$ cat config.mk
export PLATFORM = sky130hd
export DESIGN_NAME = credit_count_receiver
export DESIGN_NICKNAME = d
export VERILOG_FILES = /design/src/rtl/credit_count_receiver_pkg.sv /design/src/rtl/credit_settle_counter.sv /design/src/rtl/credit_count_receiver.sv
export SDC_FILE = /design/constraint.sdc
export NUM_CORES = 1
export LEC_CHECK = 0
export CORE_MARGIN = 3
export CORE_UTILIZATION = 46
export CTS_CLUSTER_DIAMETER = 50
export CTS_CLUSTER_SIZE = 25
export DETAILED_ROUTE_END_ITERATION = 8
export PLACE_DENSITY_LB_ADDON = 0.2
export RECOVER_POWER = 50
export SYNTH_ARGS = -nofsm -noshare
export SYNTH_HDL_FRONTEND = slang
export SYNTH_SLANG_ARGS = --single-unit
export TNS_END_PERCENT = 100
$ cat constraint.sdc
create_clock -name clk -period 2.3 [get_ports clk]
set_input_delay 0.46 -clock clk [delete_from_list [all_inputs] [get_ports clk]]
set_output_delay 0.46 -clock clk [all_outputs]
set_load 0.01 [all_outputs]
$ cat src/rtl/credit_count_receiver_pkg.sv
// ---------------------------------------------------------------------------
// credit_count_receiver_pkg
//   Shared definitions for the credit-count receiver slice.
//   - rxState_e             : receiver control states (SETTLE, RUN, ERROR)
//   - DEFAULT_WIDTH         : default width of remote/local/available counts
//   - DEFAULT_SETTLE_CYCLES : default cycles to wait before trusting the
//                             remote count after reset release
// ---------------------------------------------------------------------------
package credit_count_receiver_pkg;

  typedef enum logic [1:0] {
    SETTLE = 2'd0,
    RUN    = 2'd1,
    ERROR  = 2'd2
  } rxState_e;

  localparam int DEFAULT_WIDTH         = 5;
  localparam int DEFAULT_SETTLE_CYCLES = 3;

endpackage

$ cat src/rtl/credit_settle_counter.sv
// ---------------------------------------------------------------------------
// credit_settle_counter
//   Down-counter loaded with SETTLE_CYCLES on reset. While enabled it counts
//   down once per cycle; done is raised in the cycle whose rising edge takes
//   the count to zero, so the owner can leave its settle state on that edge.
//
//   Ports
//     clk     : clock, rising edge
//     aresetn : asynchronous active-low reset (reloads SETTLE_CYCLES)
//     enable  : count down this cycle
//     done    : settle period ends at the coming rising edge
// ---------------------------------------------------------------------------
module credit_settle_counter
  import credit_count_receiver_pkg::*;
#(
  parameter int SETTLE_CYCLES = DEFAULT_SETTLE_CYCLES
) (
  input  logic clk,
  input  logic aresetn,
  input  logic enable,
  output logic done
);

  localparam int CW = (SETTLE_CYCLES > 1) ? $clog2(SETTLE_CYCLES + 1) : 1;
  localparam logic [CW-1:0] LOAD = CW'(SETTLE_CYCLES);

  logic [CW-1:0] count;

  always_ff @(posedge clk or negedge aresetn) begin
    if (!aresetn) begin
      count <= LOAD;
    end else if (enable && (count != '0)) begin
      count <= count - CW'(1);
    end
  end

  // A count of 1 reaches zero on this edge; a count already at zero (only
  // possible with SETTLE_CYCLES == 0) means the wait is over immediately.
  assign done = enable && (count <= CW'(1));

endmodule

$ cat src/rtl/credit_count_receiver.sv
// ---------------------------------------------------------------------------
// credit_count_receiver
//   Receives a free-running wrapping credit count from a producer domain and
//   turns it into a registered number of locally available credits.
//   available = remoteCount - localCount (mod 2^WIDTH), where localCount
//   advances on every accepted consume.
//
//   Optional feature: define CREDIT_RX_ERROR_CHECK_EN to build protocol
//   checking (backward/too-large remote steps, consume with no credit). When
//   undefined the ERROR state is never entered and error is tied low.
//
//   Parameters
//     WIDTH         : width of remote, local and available counts
//     SETTLE_CYCLES : cycles after reset release before remoteCount is used
//
//   Ports
//     clk            : clock, rising edge
//     aresetn        : asynchronous active-low reset
//     remoteCount    : synchronised producer count (wraps)
//     consume        : take one credit this cycle
//     available      : registered credit count
//     availableValid : available is meaningful, consume may be accepted
//     error          : sticky protocol violation flag
// ---------------------------------------------------------------------------
module credit_count_receiver
  import credit_count_receiver_pkg::*;
#(
  parameter int WIDTH         = DEFAULT_WIDTH,
  parameter int SETTLE_CYCLES = DEFAULT_SETTLE_CYCLES
) (
  input  logic             clk,
  input  logic             aresetn,
  input  logic [WIDTH-1:0] remoteCount,
  input  logic             consume,
  output logic [WIDTH-1:0] available,
  output logic             availableValid,
  output logic             error
);

  rxState_e         state;
  logic [WIDTH-1:0] localCount;
  logic [WIDTH-1:0] remoteReg;
  logic [WIDTH-1:0] localNext;
  logic             settleEn;
  logic             settleDone;
  logic             accepted;

  // Modular difference of two wrapping counts.
  function automatic logic [WIDTH-1:0] creditDiff(input logic [WIDTH-1:0] produced,
                                                  input logic [WIDTH-1:0] taken);
    return produced - taken;
  endfunction

  assign settleEn = (state == SETTLE);

  credit_settle_counter #(
    .SETTLE_CYCLES(SETTLE_CYCLES)
  ) uSettle (
    .clk    (clk),
    .aresetn(aresetn),
    .enable (settleEn),
    .done   (settleDone)
  );

  // Only a nonzero, valid credit count in RUN can be spent, so the same
  // credit can never be taken twice.
  assign accepted  = (state == RUN) && availableValid && (available != '0) && consume;
  assign localNext = localCount + WIDTH'(accepted);

`ifdef CREDIT_RX_ERROR_CHECK_EN
  logic [WIDTH-1:0] remoteStep;
  logic             countBackward;
  logic             overdraw;
  logic             violation;
  logic             errorFlag;

  // A step with the MSB set is either a backward move or a jump of half the
  // count range or more; neither can be told apart from corruption.
  assign remoteStep    = creditDiff(remoteCount, remoteReg);
  assign countBackward = remoteStep[WIDTH-1];
  assign overdraw      = consume && (available == '0);
  assign violation     = countBackward || overdraw;
  assign error         = errorFlag;
`else
  assign error = 1'b0;
`endif

  always_ff @(posedge clk or negedge aresetn) begin
    if (!aresetn) begin
      state          <= SETTLE;
      localCount     <= '0;
      remoteReg      <= '0;
      available      <= '0;
      availableValid <= 1'b0;
`ifdef CREDIT_RX_ERROR_CHECK_EN
      errorFlag      <= 1'b0;
`endif
    end else begin
      remoteReg <= remoteCount;
      case (state)
        SETTLE: begin
          available      <= '0;
          availableValid <= 1'b0;
          // Align local with the last sampled remote so credits start at 0.
          if (settleDone) begin
            state          <= RUN;
            localCount     <= remoteReg;
            availableValid <= 1'b1;
          end
        end
        RUN: begin
`ifdef CREDIT_RX_ERROR_CHECK_EN
          if (violation) begin
            state          <= ERROR;
            available      <= '0;
            availableValid <= 1'b0;
            errorFlag      <= 1'b1;
          end else
`endif
          begin
            localCount     <= localNext;
            available      <= creditDiff(remoteCount, localNext);
            availableValid <= 1'b1;
          end
        end
`ifdef CREDIT_RX_ERROR_CHECK_EN
        // Left only through reset.
        ERROR: begin
          available      <= '0;
          availableValid <= 1'b0;
          errorFlag      <= 1'b1;
        end
`endif
        default: begin
          state          <= SETTLE;
          available      <= '0;
          availableValid <= 1'b0;
        end
      endcase
    end
  end

endmodule

# [Yosys cells after proc, flatten, opt, wreduce, memory -nomap -nowiden]
# Index checks and enable logic that the tools add are counted.
# W data, S select, Z words.
[classes] add_sub_neg=3 order_cmp=1 n_eq_ne=2 n_mux=7 n_bitwise=1 reduce_logical=11
[ops] operator="$mux W5" n=2
[ops] operator="$pmux W5 S2" n=1
[ops] operator="$add A5 B1 Y5" n=1
[ops] operator="$logic_and A1 B1 Y1" n=5
[ops] operator="$reduce_bool A5 Y1" n=1
[ops] operator="$sub A5 B5 Y5" n=1
[ops] operator="$pmux W2 S2" n=1
[ops] operator="$reduce_and A2 Y1" n=2
[ops] operator="$reduce_bool A2 Y1" n=2
[ops] operator="$eq A2 B1 Y1 const B" n=1
[ops] operator="$le A2 B1 Y1 const B" n=1
[ops] operator="$logic_not A2 Y1" n=1
[ops] operator="$mux W2" n=1
[ops] operator="$ne A2 B2 Y1 const B" n=1
[ops] operator="$pmux W1 S2" n=1
[ops] operator="$sub A2 B1 Y2 const B" n=1
[ops] operator="$mux W1" n=1
[ops] operator="$not A1 Y1" n=1
[word_totals] ff_bits=20 elab_cells=31

# [Logic depth before layout (Yosys ltp)]
# Gate-level depths: netlist of the first run.
[depth] ltp_word=7 ltp_mapped=10

# [Modules after synthesis]
# From an unflattened synthesis of the first run, not the netlist that was laid out.
[hier_totals] hier_cells=88 area_unflattened_um2=988.4
[by_module_without_submodules] mod="credit_count_receiver" n_inst=1 cells_per_inst=78 area_each_um2=863.3
[by_module_without_submodules] mod="credit_settle_counter" n_inst=1 cells_per_inst=10 area_each_um2=125.1

# [Worst setup path after synthesis of the first run]
# No wires, ideal clock.
[synth_timing] path_kind="register -> register" start="register available[0]" end="register available[4]" setup_ns=0.124 t_arrival_ns=2.319 path_slack_ns=-0.143 stages_incl_launch_ff=10 n_path_buf=0 path_cell_list="dfrtp_1 > or4_4 > o211ai_2 > inv_1 > ha_1 > inv_1 > fa_1 > a31oi_1 > a21o_1 > a21oi_1"
[synth_via] elab_chain_cells=6
[synth_rtl] item="start, declared" line="credit_count_receiver.sv:35" source="output logic [WIDTH-1:0] available,"
[synth_rtl] item="start signal, assigned" line="credit_count_receiver.sv:122" source="available <= creditDiff(remoteCount, localNext);"
[synth_rtl] item="$reduce_bool A5 Y1" line="credit_count_receiver.sv:67" source="assign accepted = (state == RUN) && availableValid && (available != '0) && consume;"
[synth_rtl] item="$logic_and A1 B1 Y1 (2 in series)" line="credit_count_receiver.sv:67"
[synth_rtl] item="$add A5 B1 Y5" line="credit_count_receiver.sv:68" source="assign localNext = localCount + WIDTH'(accepted);"
[synth_rtl] item="$sub A5 B5 Y5" line="credit_count_receiver.sv:51" source="return produced - taken;"
[synth_rtl] item="$mux W5" line="credit_count_receiver.sv:100" source="case (state)"
# No other way between the ends.
# A chain may end at the register's enable or synchronous reset.

# [Final worst setup path of the first run]
[layout_timing] start="register available[4]" end="register available[4]"
# The elaborated chain is that of the path after synthesis.

==> results of run 1 <==
registers in the layout (all words and copies together), names as in the netlist:
register	count
available	5
localCount	5
remoteReg	5
uSettle.count	2
availableValid	1
state	1
kinds of logic (layout without fill, tap and decap cells):
logic type,after synthesis,in the layout
buffers and inverters,10,32
other,1,1
AO/OA/AOI/OAI,17,17
multiplexers,4,4
flip-flops,19,19
adder cells (fa/ha/maj),6,6
AND/OR/NAND/NOR,21,21
XOR/XNOR,8,8
cell type report:
class,instances,area [sq um]
Clock buffer,3,22.5
Clock inverter,1,5.00
Fill cell,156,602
Inverter,7,26.3
Multi-Input combinational cell,57,488
Sequential cell,19,478
Tap cell,25,31.3
Timing Repair Buffer,21,186
worst max-delay path, stage by stage, from the launching register on:
cell and delay, ps:
dfrtp_1 410, or4_4 580, o211ai_4 210, inv_2 70, ha_4 270, inv_2 40
fa_2 390, o211ai_1 250, a21o_1 170, a21oi_2 50
power breakdown:
group	internal (uW)	leakage [uW]	total, uW	switching [uW]
Clock	64.6	0.0000177	169	104
Combinational	443	0.000304	789	346
Sequential	436	0.000214	536	100
cells in the final DEF (no fill, tap or decap), types with 2 or more instances in the layout:
master and instances:
mux2i_1 4, and2_1 2, nand2_1 6, nor2b_1 2
nand3_1 2, dfrtp_1 17, nor2_1 4, ha_1 3
a31oi_1 2, inv_1 5, a21oi_1 2, dlygate4sd3_1 4
buf_4 7, dfstp_2 2, clkdlybuf4s50_1 9, o21ai_0 3
clkbuf_4 3, inv_2 2, xnor2_1 5, a211oi_1 2
a21o_1 3, and3_1 2
worst max path at each step:
stage                              to  cells past startpoint
5_1_grt        available[4]$_DFF_PN0_                      9
3_5_place_dp   available[4]$_DFF_PN0_                      9
2_1_floorplan  available[4]$_DFF_PN0_                      9
3_3_place_gp   available[4]$_DFF_PN0_                      9
6_report       available[4]$_DFF_PN0_                      9
4_1_cts        available[4]$_DFF_PN0_                      9
per-stage QoR:
stage          instances  setup TNS [ps]
2_1_floorplan         86            -139
5_1_grt              133            -928
3_5_place_dp         128           -1010
6_report             133            -578
3_3_place_gp         128            -819
4_1_cts              132            -444
routing by layer:
metal	vias up	share of wire [%]	GRT usage, %
li1	336	-	-
met1	345	44	21.2
met5	-	0	0
met2	10	52	28.6
met4	0	1.4	5.24
met3	4	2.7	3.15
timing repair:
action | CTS | global route
hold buffers | 0 | 0
endpoints found under the setup margin | 3 | 4
gates resized for setup | 3 | 5
pin swaps | 6 | 8
buffers inserted | 0 | 1
==> impl_results.md, run 1 <==
* VDD IR max at 0.748 mV
* Critical Path Start: available[4]$_DFF_PN0_
* WHS at 515 ps
* Nature of the critical path endpoint: register
* H-tree levels at 1
* DR DRC count at 0
* Placed instance area at 1170 sq um
* Min-Delay Path Class: register to register
* Post-route cell area at 1240 sq um
* Area leader, netlist: dfrtp_1
* GP Congestion at 0.828
* Main combinational cell family by area after synthesis: compound AO/OA/AOI/OAI gates
* Initial core utilization at 51.8%
* Vias in the first global route at 709
* Worst clock skew at 0.984 ps
* Die Wd at 51.5 um
* Most frequent cell after synthesis: dfrtp_1
* Period minus WS final at 2550 ps
* Worst Reg2Reg Path Length in Cells at 9
* Post-synthesis compound-gate area fraction at 12.1%
* Setup crit start kind: register
* Post-Synth XOR/XNOR Area at 8.79%
* Slew @ Worst Pin at 1020 ps
* RSZ-0062 raised after global routing: true
* Setup slack after layout at -247 ps
* Worst EP arrival at 2730 ps
* Synth Area in Simple Gates at 11.4%
* Fin. max-slew vios at 0
* Relative slew slack at 32.1%
* Clk slew on worst S/H paths at 110 ps
* Ports at 15
* Antenna diodes at 0
* Port bufs at 13
* Crit Path Max Fanout at 3
* Reg-to-reg startpoint: available[4]$_DFF_PN0_
* Syn Std Cell Area at 953 sq um
* DP Worst Slack at -383 ps
* DR WL/cell at 14.5 um
* Post-synthesis mux area share at 4.20%
* Post-route ant nets at 0
* Area Growth Syn to Fin at 29.8%
* Pin count of the biggest net entering global routing at 20
* Hold endpoint: uSettle.count[0]$_DFFE_PN1P_
* Final Net Count at 123
* Max Buffers Root-to-Sink at 2
* Max-cap violations at 0
* GRT Resource Usage Total at 16.7%
* HP Start: uSettle.count[0]$_DFFE_PN1P_
* CTS sink cnt at 19
* Status: finished, violations left
* Vias/cell at 5.23
* Kind of critical path: register to register
* Max Fclk at 393 MHz
* Most frequent cells after synthesis: 17 x dfrtp_1, 7 x inv_1, 6 x nand2_1, 6 x xnor2_1, 5 x ha_1
* Yosys warnings at 0
* Global-route wire length before repair at 3240 um
* Hold Vio Cnt, Final at 0
* Core area at 1840 sq um
* Full die area at 2650 sq um
* Ys async rst share at 100%
* Post-synthesis adder-cell area fraction at 8.66%
* Period Utilization, post-route at 111%
* Sequential-to-total area share from yosys stat at 50.1%
* Clock Latency Late Sink at 290 ps
* Final setup vio count at 3
* Number of DRC markers in iteration 0 at 1
* Synth cell types at 29
* Capturing point of the worst reg2reg path: available[4]$_DFF_PN0_
* #FFs+latches synth at 19
* Final core occ at 67.3%
* Pwr dens at 1210 nW/um^2
* Num CTS Buffers at 3
* Layout cell share with drive strength beyond 1 at 23.1%
* Post-Syn Nets at 100
* Via count at 695
* Lkg Pwr at 0.000536 uW
* Total power after layout at 1490 uW
* Share of the synthesized area in the top cell type at 44.6%
* Main synth FF type: dfrtp_1
* Grt total ovfl at 0
* CTS tree: done
* Die height at 51.5 um
* Syn avg cell area at 11.1 sq um
* Std-Cell Rows at 15
* Hold path cells at 2
* Failing checks: negative setup slack
* Synthesized instance count at 86
* CP required at 2490 ps
* Routed WL at 1920 um
* R2R Setup Slk at -250 ps
* Post-synth EDFFs at 0
* First-pass iteration count of the detailed router at 2
* CTS Root Cell: clkbuf_4
* HPWL Detailed at 1320 um
* Area contributors post-synth: dfrtp_1 45%, ha_1 6.6%, dfstp_2 5.5%
* Initial antenna violation count at 0
(Power assumes the default switching activity.)
==> run 2: changes to the inputs <==
CORE_UTILIZATION = 50   (was 46)
HOLD_SLACK_MARGIN = 0.15   (was default)
clock period = 3.07 ns   (was 2.3 ns; I/O delays follow)
==> run 2 against run 1 <==
The run now ends clean. Total power down 34%. Maximum frequency about the same. Sequential power down 28%. Critical endpoint unchanged.
==> impl_results.md, run 2 (synthesized netlist as in run 1, its figures left out) <==
* Number of DRC markers in iteration 0 at 0 (was 1)
* Kind of critical path: register to register (unchanged)
* Fin. max-slew vios at 0 (unchanged)
* DR DRC count at 0 (unchanged)
* Lkg Pwr at 0.000490 uW (was 0.000536 uW)
* GRT Resource Usage Total at 16.5% (was 16.7%)
* Post-CTS resize count at 0 (was 3)
* Num CTS Buffers at 3 (unchanged)
* Top Registers: available x5, localCount x5, remoteReg x5 (unchanged)
* Delay-heaviest family, CP: adder cells (was compound AO/OA/AOI/OAI gates)
* RSZ-0062 raised after global routing: false (was true)
* Pwr dens at 873 nW/um^2 (was 1210 nW/um^2)
* Most common cell after layout, fill and taps aside: dfrtp_1 (unchanged)
* Max Buffers Root-to-Sink at 2 (unchanged)
* First-pass iteration count of the detailed router at 1 (was 2)
* Max-cap violations at 0 (unchanged)
* Crit Path Max Fanout at 3 (unchanged)
* Full die area at 2470 sq um (was 2650 sq um)
* Post-route ant nets at 0 (unchanged)
* GP Congestion at 0.838 (was 0.828)
* Critical path's slowest cell: or4_4 (unchanged)
* Grt total ovfl at 0 (unchanged)
* Most frequent cells in the layout: 17 x dfrtp_1, 7 x inv_1, 7 x clkdlybuf4s50_1 (was 17 x dfrtp_1, 9 x clkdlybuf4s50_1, 7 x buf_4)
* Hold Vio Cnt, Final at 0 (unchanged)
* DR WL/cell at 13.2 um (was 14.5 um)
* Worst stage delay on the critical path at 550 ps (was 580 ps)
* CP cell instances: or4_4 -> o211ai_2 -> inv_1 -> ha_1 -> inv_1 -> fa_1 -> a31oi_1 -> nand3_1 -> a21oi_1 (was or4_4 -> o211ai_4 -> inv_2 -> ha_4 -> inv_2 -> fa_2 -> o211ai_1 -> a21o_1 -> a21oi_2)
* Most frequent cell on the critical path: inv_1 (was inv_2)
* Post-CTS Setup Inserts at 0 (unchanged)
* Post-Route Setup TNS at 0 ps (was -578 ps)
* Final setup vio count at 0 (was 3)
* Ports at 15 (unchanged)
* Status: completed (was finished, violations left)
* Area Growth Syn to Fin at 18.1% (was 29.8%)
* CTS sink cnt at 19 (unchanged)
* HPWL Detailed at 1260 um (was 1320 um)
* Min-Delay Path Class: register to register (unchanged)
* Slew @ Worst Pin at 833 ps (was 1020 ps)
* Max Fclk at 392 MHz (was 393 MHz)
* Layout cell share with drive strength beyond 1 at 7.00% (was 23.1%)
* Period minus WS final at 2550 ps (about the same)
* Multi-input gate area at 434 sq um (was 488 sq um)
* Pin count of the biggest net entering global routing at 20 (unchanged)
* Worst EP arrival at 2780 ps (was 2730 ps)
* Antenna diodes at 0 (unchanged)
* Port bufs at 13 (unchanged)
* Worst Path Buf+Inv at 2 (unchanged)
* Routed WL at 1650 um (was 1920 um)
* Vias in the first global route at 663 (was 709)
* CTS tree: done (unchanged)
* Initial antenna violation count at 0 (unchanged)
* Relative slew slack at 44.3% (was 32.1%)
* Die height at 49.7 um (was 51.5 um)
* Worst clock skew at 6.76 ps (was 0.984 ps)
* Clk slew on worst S/H paths at 110 ps (about the same)
* Total power after layout at 983 uW (was 1490 uW)
* CTS Root Cell: clkbuf_4 (unchanged)
* Reg area at 478 sq um (unchanged)
* Nature of the critical path endpoint: register (unchanged)
* VDD IR max at 0.500 mV (was 0.748 mV)
* FILL cells at 165 (was 156)
* CP required at 3300 ps (was 2490 ps)
* Final Net Count at 115 (was 123)
* Global-route wire length before repair at 2930 um (was 3240 um)
* Initial core utilization at 54.0% (was 51.8%)
* Period Utilization, post-route at 83.0% (was 111%)
* Vias/cell at 5.10 (was 5.23)
* Hold_buf cts at 0 (unchanged)
* Die Wd at 49.7 um (was 51.5 um)
* Final core occ at 63.8% (was 67.3%)
* Std-Cell Rows at 15 (unchanged)
* H-tree levels at 1 (unchanged)
* Core area at 1760 sq um (was 1840 sq um)
* Setup crit start kind: register (unchanged)
* Via count at 637 (was 695)
* Clock Latency Late Sink at 300 ps (was 290 ps)
==> run 2: changes by cell type in the layout (fill, tap and decap cells not counted), moves of 2 or more <==
cell,change
ha_1,+2
dlygate4sd3_1,+2
inv_1,+2
clkdlybuf4s50_1,-2
inv_2,-2
buf_4,-7
==> run 2: through the flow <==
stage          hold WS [ps]  instances  cell area (sq um)  worst slack, ps
4_1_cts                 534        125               1130              494
5_1_grt                 545        125               1130              283
2_1_floorplan           318         86                953              627
3_5_place_dp            515        121               1100              213
6_report                527        125               1130              522
3_3_place_gp            498        121               1100              284
==> run 2: layer usage <==
metal,GRT usage [%],wire length (um),part of all wire [%]
met3,6.34,90,5.5
met2,25.1,806,49
met4,10.6,41,2.5
met5,0,0,0
met1,19.4,712,43
==> run 2: power by group <==
| group | total (uW) | internal, uW | switching (uW) |
|---|---|---|---|
| Clock | 127 | 50.7 | 76.2 |
| Sequential | 387 | 327 | 59.8 |
| Combinational | 469 | 253 | 217 |
==> run 2: cell type report <==
class                           count  share of cell area, %
Multi-Input combinational cell     57                   38.6
Timing Repair Buffer               13                   11.6
Sequential cell                    19                   42.4
Tap cell                           25                   2.78
Inverter                            7                   2.33
Clock buffer                        4                   2.33
==> run 2: final timing paths <==
| check | end | depth (start not counted) | start | slack, ps |
|---|---|---|---|---|
| max in group asynchronous | remoteReg[0]$_DFF_PN0_ | 1 | aresetn | 1710 |
| setup / recovery | available[4]$_DFF_PN0_ | 9 | available[0]$_DFF_PN0_ | 520 |
| setup reg to reg | available[4]$_DFF_PN0_ | 9 | available[0]$_DFF_PN0_ | 520 |
| hold / removal | uSettle.count[0]$_DFFE_PN1P_ | 2 | uSettle.count[0]$_DFFE_PN1P_ | 530 |
| min in group asynchronous | remoteReg[1]$_DFF_PN0_ | 1 | aresetn | 850 |
| hold reg to reg | uSettle.count[0]$_DFFE_PN1P_ | 2 | uSettle.count[0]$_DFFE_PN1P_ | 530 |
==> run 2: tightest hold or removal path: stages, from the launching register on <==
cell and delay, ps:
dfstp_2 370, inv_1 80, xnor2_1 80
